File: config.mk
export PLATFORM = sky130hd
export DESIGN_NAME = game_flow_controller
export DESIGN_NICKNAME = d
export VERILOG_FILES = /design/src/rtl/game_flow_controller.sv
export SDC_FILE = /design/constraint.sdc
export NUM_CORES = 1
export LEC_CHECK = 0
export BUFFER_PORTS_ARGS = -buffer_cell sky130_fd_sc_hd__buf_2
export CORE_UTILIZATION = 53
export CTS_CLUSTER_DIAMETER = 150
export DETAILED_ROUTE_END_ITERATION = 6
export PLACE_DENSITY = 0.77
export SYNTH_ARGS = -nofsm -noshare
export SYNTH_HDL_FRONTEND = slang
export SYNTH_SLANG_ARGS = --single-unit
File: constraint.sdc
create_clock -name clock -period 2.45 [get_ports clock]
set_clock_uncertainty 0.2 [all_clocks]
set_input_delay 0.49 -clock clock [delete_from_list [all_inputs] [get_ports clock]]
set_output_delay 0.49 -clock clock [all_outputs]
set_load 0.005 [all_outputs]
File: src/rtl/game_flow_controller.sv
// game_flow_controller
// Reaction-game sequencer: runs the IDLE/ARM/PLAY/PAUSE/OVER state machine,
// drives the countdown timer's clear/enable, turns miss events into a
// valid/ready penalty request stream, and keeps score, level and best score.
module game_flow_controller #(
    parameter int ARM_CYCLES = 150000000,
    parameter int HIT_POINTS = 10,
    parameter int LEVEL_HITS = 8,
    parameter int MAX_LEVEL  = 9,
    parameter int PEND_MAX   = 15
) (
    input  logic        clock,
    input  logic        reset,
    input  logic        start,
    input  logic        pause,
    input  logic        hit,
    input  logic        miss,
    input  logic        timer_expired,
    input  logic        penalty_ack,
    output logic        timer_clr,
    output logic        timer_en,
    output logic        penalty_req,
    output logic [2:0]  state,
    output logic [15:0] score,
    output logic [15:0] best_score,
    output logic [3:0]  level,
    output logic        game_over
);

    typedef enum logic [2:0] {
        ST_IDLE  = 3'd0,
        ST_ARM   = 3'd1,
        ST_PLAY  = 3'd2,
        ST_PAUSE = 3'd3,
        ST_OVER  = 3'd4
    } state_t;

    // Counter widths sized so the largest loaded value just fits.
    localparam int ARM_W = (ARM_CYCLES > 1) ? $clog2(ARM_CYCLES) : 1;
    localparam int HIT_W = (LEVEL_HITS > 1) ? $clog2(LEVEL_HITS) : 1;

    localparam logic [ARM_W-1:0] ARM_LOAD  = ARM_W'(ARM_CYCLES - 1);
    localparam logic [HIT_W-1:0] HIT_WRAP  = HIT_W'(LEVEL_HITS - 1);
    localparam logic [3:0]       LEVEL_TOP = 4'(MAX_LEVEL);
    localparam logic [3:0]       PEND_TOP  = 4'(PEND_MAX);
    localparam logic [16:0]      HIT_ADD   = 17'(HIT_POINTS);

    state_t           state_reg;
    state_t           state_next;
    logic             start_q_reg;
    logic [ARM_W-1:0] arm_cnt_reg;
    logic [HIT_W-1:0] hit_cnt_reg;
    logic [3:0]       pend_reg;
    logic [15:0]      score_reg;
    logic [15:0]      best_reg;
    logic [3:0]       level_reg;
    logic             timer_clr_reg;
    logic             timer_en_reg;
    logic             game_over_reg;

    logic        start_rise;
    logic        play_evt;
    logic        miss_evt;
    logic        hit_evt;
    logic        pend_ack;
    logic        restart;
    logic        over_entry;
    logic [16:0] score_sum;

    // Event qualification: hits/misses only count in PLAY when neither expiry
    // nor pause wins the cycle, and a miss swallows a simultaneous hit.
    assign start_rise  = start & ~start_q_reg;
    assign play_evt    = (state_reg == ST_PLAY) && !timer_expired && !pause;
    assign miss_evt    = play_evt && miss;
    assign hit_evt     = play_evt && hit && !miss;
    assign penalty_req = (state_reg == ST_PLAY) && (pend_reg != 4'd0);
    assign pend_ack    = penalty_req && penalty_ack;
    assign restart     = ((state_reg == ST_IDLE) || (state_reg == ST_OVER)) && start_rise;
    assign over_entry  = (state_next == ST_OVER) && (state_reg != ST_OVER);
    assign score_sum   = {1'b0, score_reg} + HIT_ADD;

    assign state      = state_reg;
    assign score      = score_reg;
    assign best_score = best_reg;
    assign level      = level_reg;
    assign timer_clr  = timer_clr_reg;
    assign timer_en   = timer_en_reg;
    assign game_over  = game_over_reg;

    // Next-state selection; expiry outranks pause in both PLAY and PAUSE.
    always_comb begin
        state_next = state_reg;
        case (state_reg)
            ST_IDLE:  if (start_rise) state_next = ST_ARM;
            ST_ARM:   if (arm_cnt_reg == '0) state_next = ST_PLAY;
            ST_PLAY: begin
                if (timer_expired)  state_next = ST_OVER;
                else if (pause)     state_next = ST_PAUSE;
            end
            ST_PAUSE: begin
                if (timer_expired)  state_next = ST_OVER;
                else if (pause)     state_next = ST_PLAY;
            end
            ST_OVER:  if (start_rise) state_next = ST_ARM;
            default:  state_next = ST_IDLE;
        endcase
    end

    // State, registered timer controls, and score/level/penalty bookkeeping.
    always_ff @(posedge clock or posedge reset) begin
        if (reset) begin
            state_reg     <= ST_IDLE;
            start_q_reg   <= 1'b1;
            arm_cnt_reg   <= '0;
            hit_cnt_reg   <= '0;
            pend_reg      <= 4'd0;
            score_reg     <= 16'd0;
            best_reg      <= 16'd0;
            level_reg     <= 4'd1;
            timer_clr_reg <= 1'b1;
            timer_en_reg  <= 1'b0;
            game_over_reg <= 1'b0;
        end else begin
            start_q_reg   <= start;
            state_reg     <= state_next;
            timer_clr_reg <= (state_next == ST_IDLE) || (state_next == ST_ARM);
            timer_en_reg  <= (state_next == ST_PLAY);
            game_over_reg <= (state_next == ST_OVER);

            if ((state_reg == ST_ARM) && (arm_cnt_reg != '0))
                arm_cnt_reg <= arm_cnt_reg - ARM_W'(1);

            if (restart) begin
                arm_cnt_reg <= ARM_LOAD;
                score_reg   <= 16'd0;
                level_reg   <= 4'd1;
                hit_cnt_reg <= '0;
                pend_reg    <= 4'd0;
            end else begin
                // A miss and an accepted ack cancel each other out.
                if (over_entry)
                    pend_reg <= 4'd0;
                else if (miss_evt && !pend_ack) begin
                    if (pend_reg != PEND_TOP)
                        pend_reg <= pend_reg + 4'd1;
                end else if (!miss_evt && pend_ack)
                    pend_reg <= pend_reg - 4'd1;

                if (over_entry && (score_reg > best_reg))
                    best_reg <= score_reg;

                if (hit_evt) begin
                    score_reg <= score_sum[16] ? 16'hFFFF : score_sum[15:0];
                    if (hit_cnt_reg == HIT_WRAP) begin
                        hit_cnt_reg <= '0;
                        if (level_reg != LEVEL_TOP)
                            level_reg <= level_reg + 4'd1;
                    end else begin
                        hit_cnt_reg <= hit_cnt_reg + HIT_W'(1);
                    end
                end
            end
        end
    end

endmodule

==> flow_summary.json, run 1 <==
{
  "clock_latency_ps": 360,
  "critical_path.max_fanout": 2,
  "fillCellCount": 498,
  "fmax_mhz": 382,
  "port_buffers": 50,
  "end_kind": "flip-flop",
  "vias_per_cell": 5.97,
  "final_util_pct": 74.9,
  "clkSlewWorstSetupHoldPaths_ps": 90,
  "syn_to_final_growth_pct": 35.5,
  "synthTopCellsByArea": "dfrtp_1, ha_1, mux2_2",
  "layout_common_cells": "dfrtp_1, buf_4, buf_2",
  "power_w": 0.00319,
  "num_antenna_cells": 0,
  "design_area_sq_um": 5850,
  "status": "finished with violations",
  "vias": 3934,
  "slowest_stage": "dfrtp_1",
  "yosysWarningCount": 0,
  "largest_register_ffs": 28,
  "peakVddDrop_mv": 0.282,
  "die_w_microns": 92.2,
  "ys_async_sr_fraction_pct": 100,
  "timing.setup.tns_ps": -579,
  "synth_cells": 432,
  "violations": "negative setup slack",
  "ys_ff_latch": 78,
  "rows": 32,
  "power.density_nw_per_um2": 546,
  "setup_violations": 9,
  "avgSynthCellArea_sq_um": 9.99,
  "hold_class": "primary input to asynchronous set/reset pin",
  "core_sq_um": 7810,
  "crit_path_start_kind": "flip-flop",
  "synth_area_leader_cell": "dfrtp_1",
  "final_common_cell": "dfrtp_1",
  "h-tree-depth": 3,
  "whs_ps": 46.5,
  "grt_pass1_wl_microns": 17700,
  "drt-total-wl_microns": 11300,
  "numCtsBuffers": 9,
  "min_period_over_period_pct": 107,
  "cts_buffer_depth": 2,
  "post_route_cells_drive_above_1_share_pct": 39.0,
  "place.gp.congestion": 0.836,
  "grt_antenna_before_repair": 0,
  "post_drt_wl_per_cell_microns": 17.2,
  "dieHeight_microns": 92.2,
  "p_leak_nw": 2.64,
  "synth_edf_count": 0,
  "worstPathArrival_ps": 2700,
  "cts_tree": "yes",
  "worst_slew_margin_rel_pct": 64.4,
  "critPathBufInv": 1,
  "area.sequential_sq_um": 1960,
  "syn_area_sq_um": 4320,
  "layout.nets": 586,
  "synthFlopType": "dfrtp_1",
  "fin_ws_ps": -166,
  "cap_violations": 0,
  "yosysUniqueCellTypes": 55,
  "globalRouteTotalUtil_pct": 26.5,
  "grt_max_degree": 79,
  "post-dp-hpwl_microns": 7430,
  "placedInstanceArea_sq_um": 5250,
  "fin_crit_ps": 2620,
  "multi_input_area_sq_um": 2580,
  "root_buffer": "clkbuf_8",
  "yosysSeqAreaShare_pct": 45.3,
  "post-route-drc-count": 0,
  "cts_hold_buf": 0,
  "grt_pass1_vias": 3865,
  "synth_top_area_share_pct": 43.5,
  "postRouteAntennaNets": 0,
  "hold_violations": 0,
  "drv_slew": 0,
  "dieArea_sq_um": 8510,
  "worstMarginPinSlew_ps": 529,
  "cp_top_family": "simple AND/OR/NAND/NOR gates",
  "cp_cell_sequence": "nor4_4 > nor4b_4 > nand2_1 > ha_2 > inv_2 > ha_4 > a21o_1 > a21oi_2 > xnor2_1 > or3_1 > a21oi_1",
  "io_pins": 51,
  "grt-ovfl-total": 0,
  "criticalPathCategory": "flip-flop to flip-flop",
  "cts.sinks": 78,
  "initial_utilization_pct": 55.3,
  "drtPass1Iterations": 5,
  "cp.required_ps": 2540,
  "drt_iter0_drc": 223,
  "max_stage_delay_ps": 410,
  "synth_fp_nets": 466,
  "rsz0062_at_grt": "yes"
}
through the flow:
stage          setup WS [ps]  cells
2_1_floorplan           -217    432
3_3_place_gp            -132    636
3_5_place_dp            -340    636
4_1_cts                 -112    654
5_1_grt                 -288    659
6_report                -166    659
synth_stat cells, types with 10 or more instances:
cell      count
nand2_1      38
nor2_1       26
a21oi_1      16
or3_1        13
o21ai_0      23
nand3_1      17
o31ai_1      10
nor3_1       12
mux2_2       14
xnor2_1      11
ha_1         25
clkbuf_1     11
inv_1        27
dfrtp_1      75
kinds of logic (layout without fill, tap and decap cells):
| logic type | Yosys count | count (layout) | synth area share, % |
|---|---|---|---|
| compound gates | 82 | 82 | 13.0 |
| xor+xnor | 15 | 15 | 3.04 |
| fa+ha+maj | 26 | 26 | 7.71 |
| buf+inv | 41 | 166 | 3.65 |
| flops | 78 | 78 | 45.3 |
| mux | 23 | 23 | 5.74 |
| simple gates | 167 | 167 | 21.5 |
routing by layer:
| metal | vias up | GRT usage (%) | part of all wire [%] |
|---|---|---|---|
| li1 | 1826 | - | - |
| met4 | 0 | 11.1 | 2.9 |
| met1 | 1945 | 33.1 | 42 |
| met2 | 129 | 45.6 | 51 |
| met3 | 34 | 4.23 | 4.3 |
| met5 | - | 0 | 0 |
layout make-up:
type,count,share of cell area [%]
Inverter,27,1.80
Sequential cell,78,33.5
Clock inverter,6,1.48
Tap cell,102,2.18
Multi-Input combinational cell,313,44.1
Timing Repair Buffer,123,14.8
Clock buffer,10,2.18
worst reg2reg max path, delay by kind of cell (launching register included):
| kind | cells | cell delay (ps) |
|---|---|---|
| AO/OA/AOI/OAI | 3 | 540 |
| XOR/XNOR | 1 | 110 |
| adder cells (fa/ha/maj) | 2 | 390 |
| buffers and inverters | 1 | 50 |
| flip-flops | 1 | 410 |
| AND/OR/NAND/NOR | 4 | 840 |
path summary, 6_finish.rpt:
path | slack (ps) | from | cells past startpoint | endpoint
hold reg to reg | 300 | arm_cnt_reg[17]$_DFFE_PP0P_ | 1 | arm_cnt_reg[17]$_DFFE_PP0P_
setup / recovery | -170 | pend_reg[3]$_DFFE_PP0P_ | 11 | pend_reg[3]$_DFFE_PP0P_
max in group asynchronous | 1670 | reset | 3 | level[0]$_DFFE_PP1P_
hold / removal | 50 | reset | 3 | arm_cnt_reg[25]$_DFFE_PP0P_
min in group clock | 50 | start | 1 | start_q_reg$_DFF_PP1_
setup reg to reg | -170 | pend_reg[3]$_DFFE_PP0P_ | 11 | pend_reg[3]$_DFFE_PP0P_
power by group:
group	internal [W]	total, W	switching [W]
clock	0.000573	0.00108	0.000504
sequential	0.00138	0.00146	0.0000786
combinational	0.000294	0.000657	0.000363
total	0.00224	0.00319	0.000945
timing repair:
| action | 4_1_cts | 5_1_grt |
|---|---|---|
| resized for setup | 10 | 57 |
| buffers inserted | 2 | 5 |
| gates cloned | 0 | 1 |
| endpoints found under the setup margin | 17 | 55 |
| pin swaps | 11 | 31 |
Note: power is estimated with default switching activity, not from simulation.
==> inputs of run 2 (changes only) <==
- clock period: 2.45 -> 2.3 ns (I/O delays scaled with it)
==> flow_summary.json, run 2 (synthesis results as in run 1) <==
{
  "status": "finished with violations",
  "violations": "negative setup slack",
  "p_sw_share_pct": 30.0,
  "fillCellCount": 473,
  "p_leak_nw": 2.72,
  "timing.setup.tns_ps": -3210,
  "cap_violations": 0,
  "syn_to_final_growth_pct": 39.8,
  "largest_register_ffs": 28,
  "cp.required_ps": 2380,
  "p_int_w": 0.00226,
  "cp_cell_sequence": "nor4b_2 > nand2_1 > ha_2 > inv_2 > ha_4 > a21o_1 > a21oi_2 > xnor2_1 > or3_1 > a21oi_2",
  "vias_per_cell": 5.97,
  "power_frac_comb_pct": 24.9,
  "criticalPathCategory": "flip-flop to flip-flop",
  "rsz0062_at_grt": "yes",
  "end_kind": "flip-flop",
  "power_w": 0.00322,
  "critical_path.max_fanout": 4,
  "layout.nets": 604,
  "grt_antenna_before_repair": 0,
  "pre_cts_ws_ps": -294,
  "grt-ovfl-total": 0,
  "peakVddDrop_mv": 0.583,
  "vias": 4040,
  "setup_violations": 43,
  "hold_class": "primary input to flip-flop",
  "multi_input_area_sq_um": 2660,
  "fmax_mhz": 407,
  "worstPathArrival_ps": 2540,
  "dieArea_sq_um": 8510,
  "drt-total-wl_microns": 11700,
  "cts_tree": "yes",
  "max_stage_delay_ps": 430,
  "worst_slew_margin_rel_pct": 65.8,
  "core_sq_um": 7810,
  "worstMarginPinSlew_ps": 508,
  "post-route-drc-count": 0,
  "grt_pass1_vias": 3961,
  "die_w_microns": 92.2,
  "fin_ws_ps": -159,
  "rows": 32,
  "power.density_nw_per_um2": 534,
  "place.gp.congestion": 0.924,
  "root_buffer": "clkbuf_8",
  "numCtsBuffers": 9,
  "area.sequential_sq_um": 1960,
  "postRouteAntennaNets": 0,
  "grt_pass1_wl_microns": 18700,
  "grt_max_degree": 44,
  "cp_top_family": "simple AND/OR/NAND/NOR gates",
  "dieHeight_microns": 92.2,
  "io_pins": 51,
  "h-tree-depth": 3,
  "port_buffers": 50,
  "clkSlewWorstSetupHoldPaths_ps": 80,
  "initial_utilization_pct": 55.3,
  "whs_ps": 42.5,
  "fin_crit_ps": 2460,
  "post_drt_wl_per_cell_microns": 17.3,
  "globalRouteTotalUtil_pct": 27.7,
  "drt_iter0_drc": 255,
  "drv_slew": 0,
  "num_antenna_cells": 0,
  "drtPass1Iterations": 5,
  "post_route_cells_drive_above_1_share_pct": 41.4,
  "cts.sinks": 78,
  "post-dp-hpwl_microns": 7780,
  "final_util_pct": 77.3,
  "cp_common_cell": "a21oi_2",
  "crit_path_start_kind": "flip-flop",
  "layout_common_cells": "dfrtp_1, buf_4, buf_2",
  "switching_power_w": 0.000969,
  "cts_buffer_depth": 2,
  "slowest_stage": "dfrtp_1",
  "clock_latency_ps": 350,
  "min_period_over_period_pct": 107,
  "hold_violations": 0,
  "p_clk_share_pct": 27.0,
  "critPathBufInv": 1,
  "p_seq_share_pct": 48.0
}
-- run 2: cell types whose count changed in the layout (fill, tap and decap cells not counted), sizes merged --
cell / change
buf: +17
clkbuf: +4
bufinv: -2
clkinv: -1
clkinvlp: -1
dlygate4sd3: +1
-- run 2: cell type report --
type / count / share of cell area [%]
timing repair buffer: 141 / 17.0
tap: 102 / 2.12
clock buffer: 14 / 2.36
inverter: 27 / 1.78
clock inverter: 2 / 0.166
multi-input combinational: 313 / 44.1
sequential: 78 / 32.4
-- run 2: repair_timing --
item                       CTS  global route
gates resized for setup     41            31
pin swaps                   25            19
gates cloned                 1             0
hold endpoints to repair     7             0
setup endpoints to repair   47            64
hold buffers                 1             0
setup buffers                5             7
-- run 2: final timing paths --
check,from,end,slack [ps],cells after the start
max in group asynchronous,reset,level[0]$_DFFE_PP1P_,950,4
setup reg to reg,state[0]$_DFF_PP0_,pend_reg[3]$_DFFE_PP0P_,-160,10
hold / removal,start,start_q_reg$_DFF_PP1_,40,1
min in group asynchronous,reset,best_score[9]$_DFFE_PP0P_,390,3
setup / recovery,state[0]$_DFF_PP0_,pend_reg[3]$_DFFE_PP0P_,-160,10
hold reg to reg,hit_cnt_reg[0]$_DFFE_PP0P_,hit_cnt_reg[0]$_DFFE_PP0P_,300,1
-- run 2: layer usage --
layer,vias to the layer above,global-route usage (%),share of wire (%)
met1,2004,36.1,43
met3,33,4.06,4.8
met4,0,10.4,2.1
li1,1859,-,-
met5,-,0,0
met2,144,46.8,50
-- run 2: metrics by stage --
| step | cells | area, sq um |
|---|---|---|
| floorplan | 432 | 4500 |
| global placement | 647 | 5420 |
| detailed placement | 647 | 5420 |
| CTS | 670 | 5820 |
| global route | 677 | 6030 |
| finish | 677 | 6030 |
-- run 2: power by group through the flow --
stage | logic, W | registers [W] | clock network (W)
after floorplan | 0.000321 | 0.00158 | 0
after global placement | 0.000599 | 0.00156 | 0
after detailed placement | 0.000625 | 0.00156 | 0
after CTS | 0.000706 | 0.00154 | 0.000879
after global routing | 0.000875 | 0.00156 | 0.000932
final | 0.000804 | 0.00155 | 0.000871
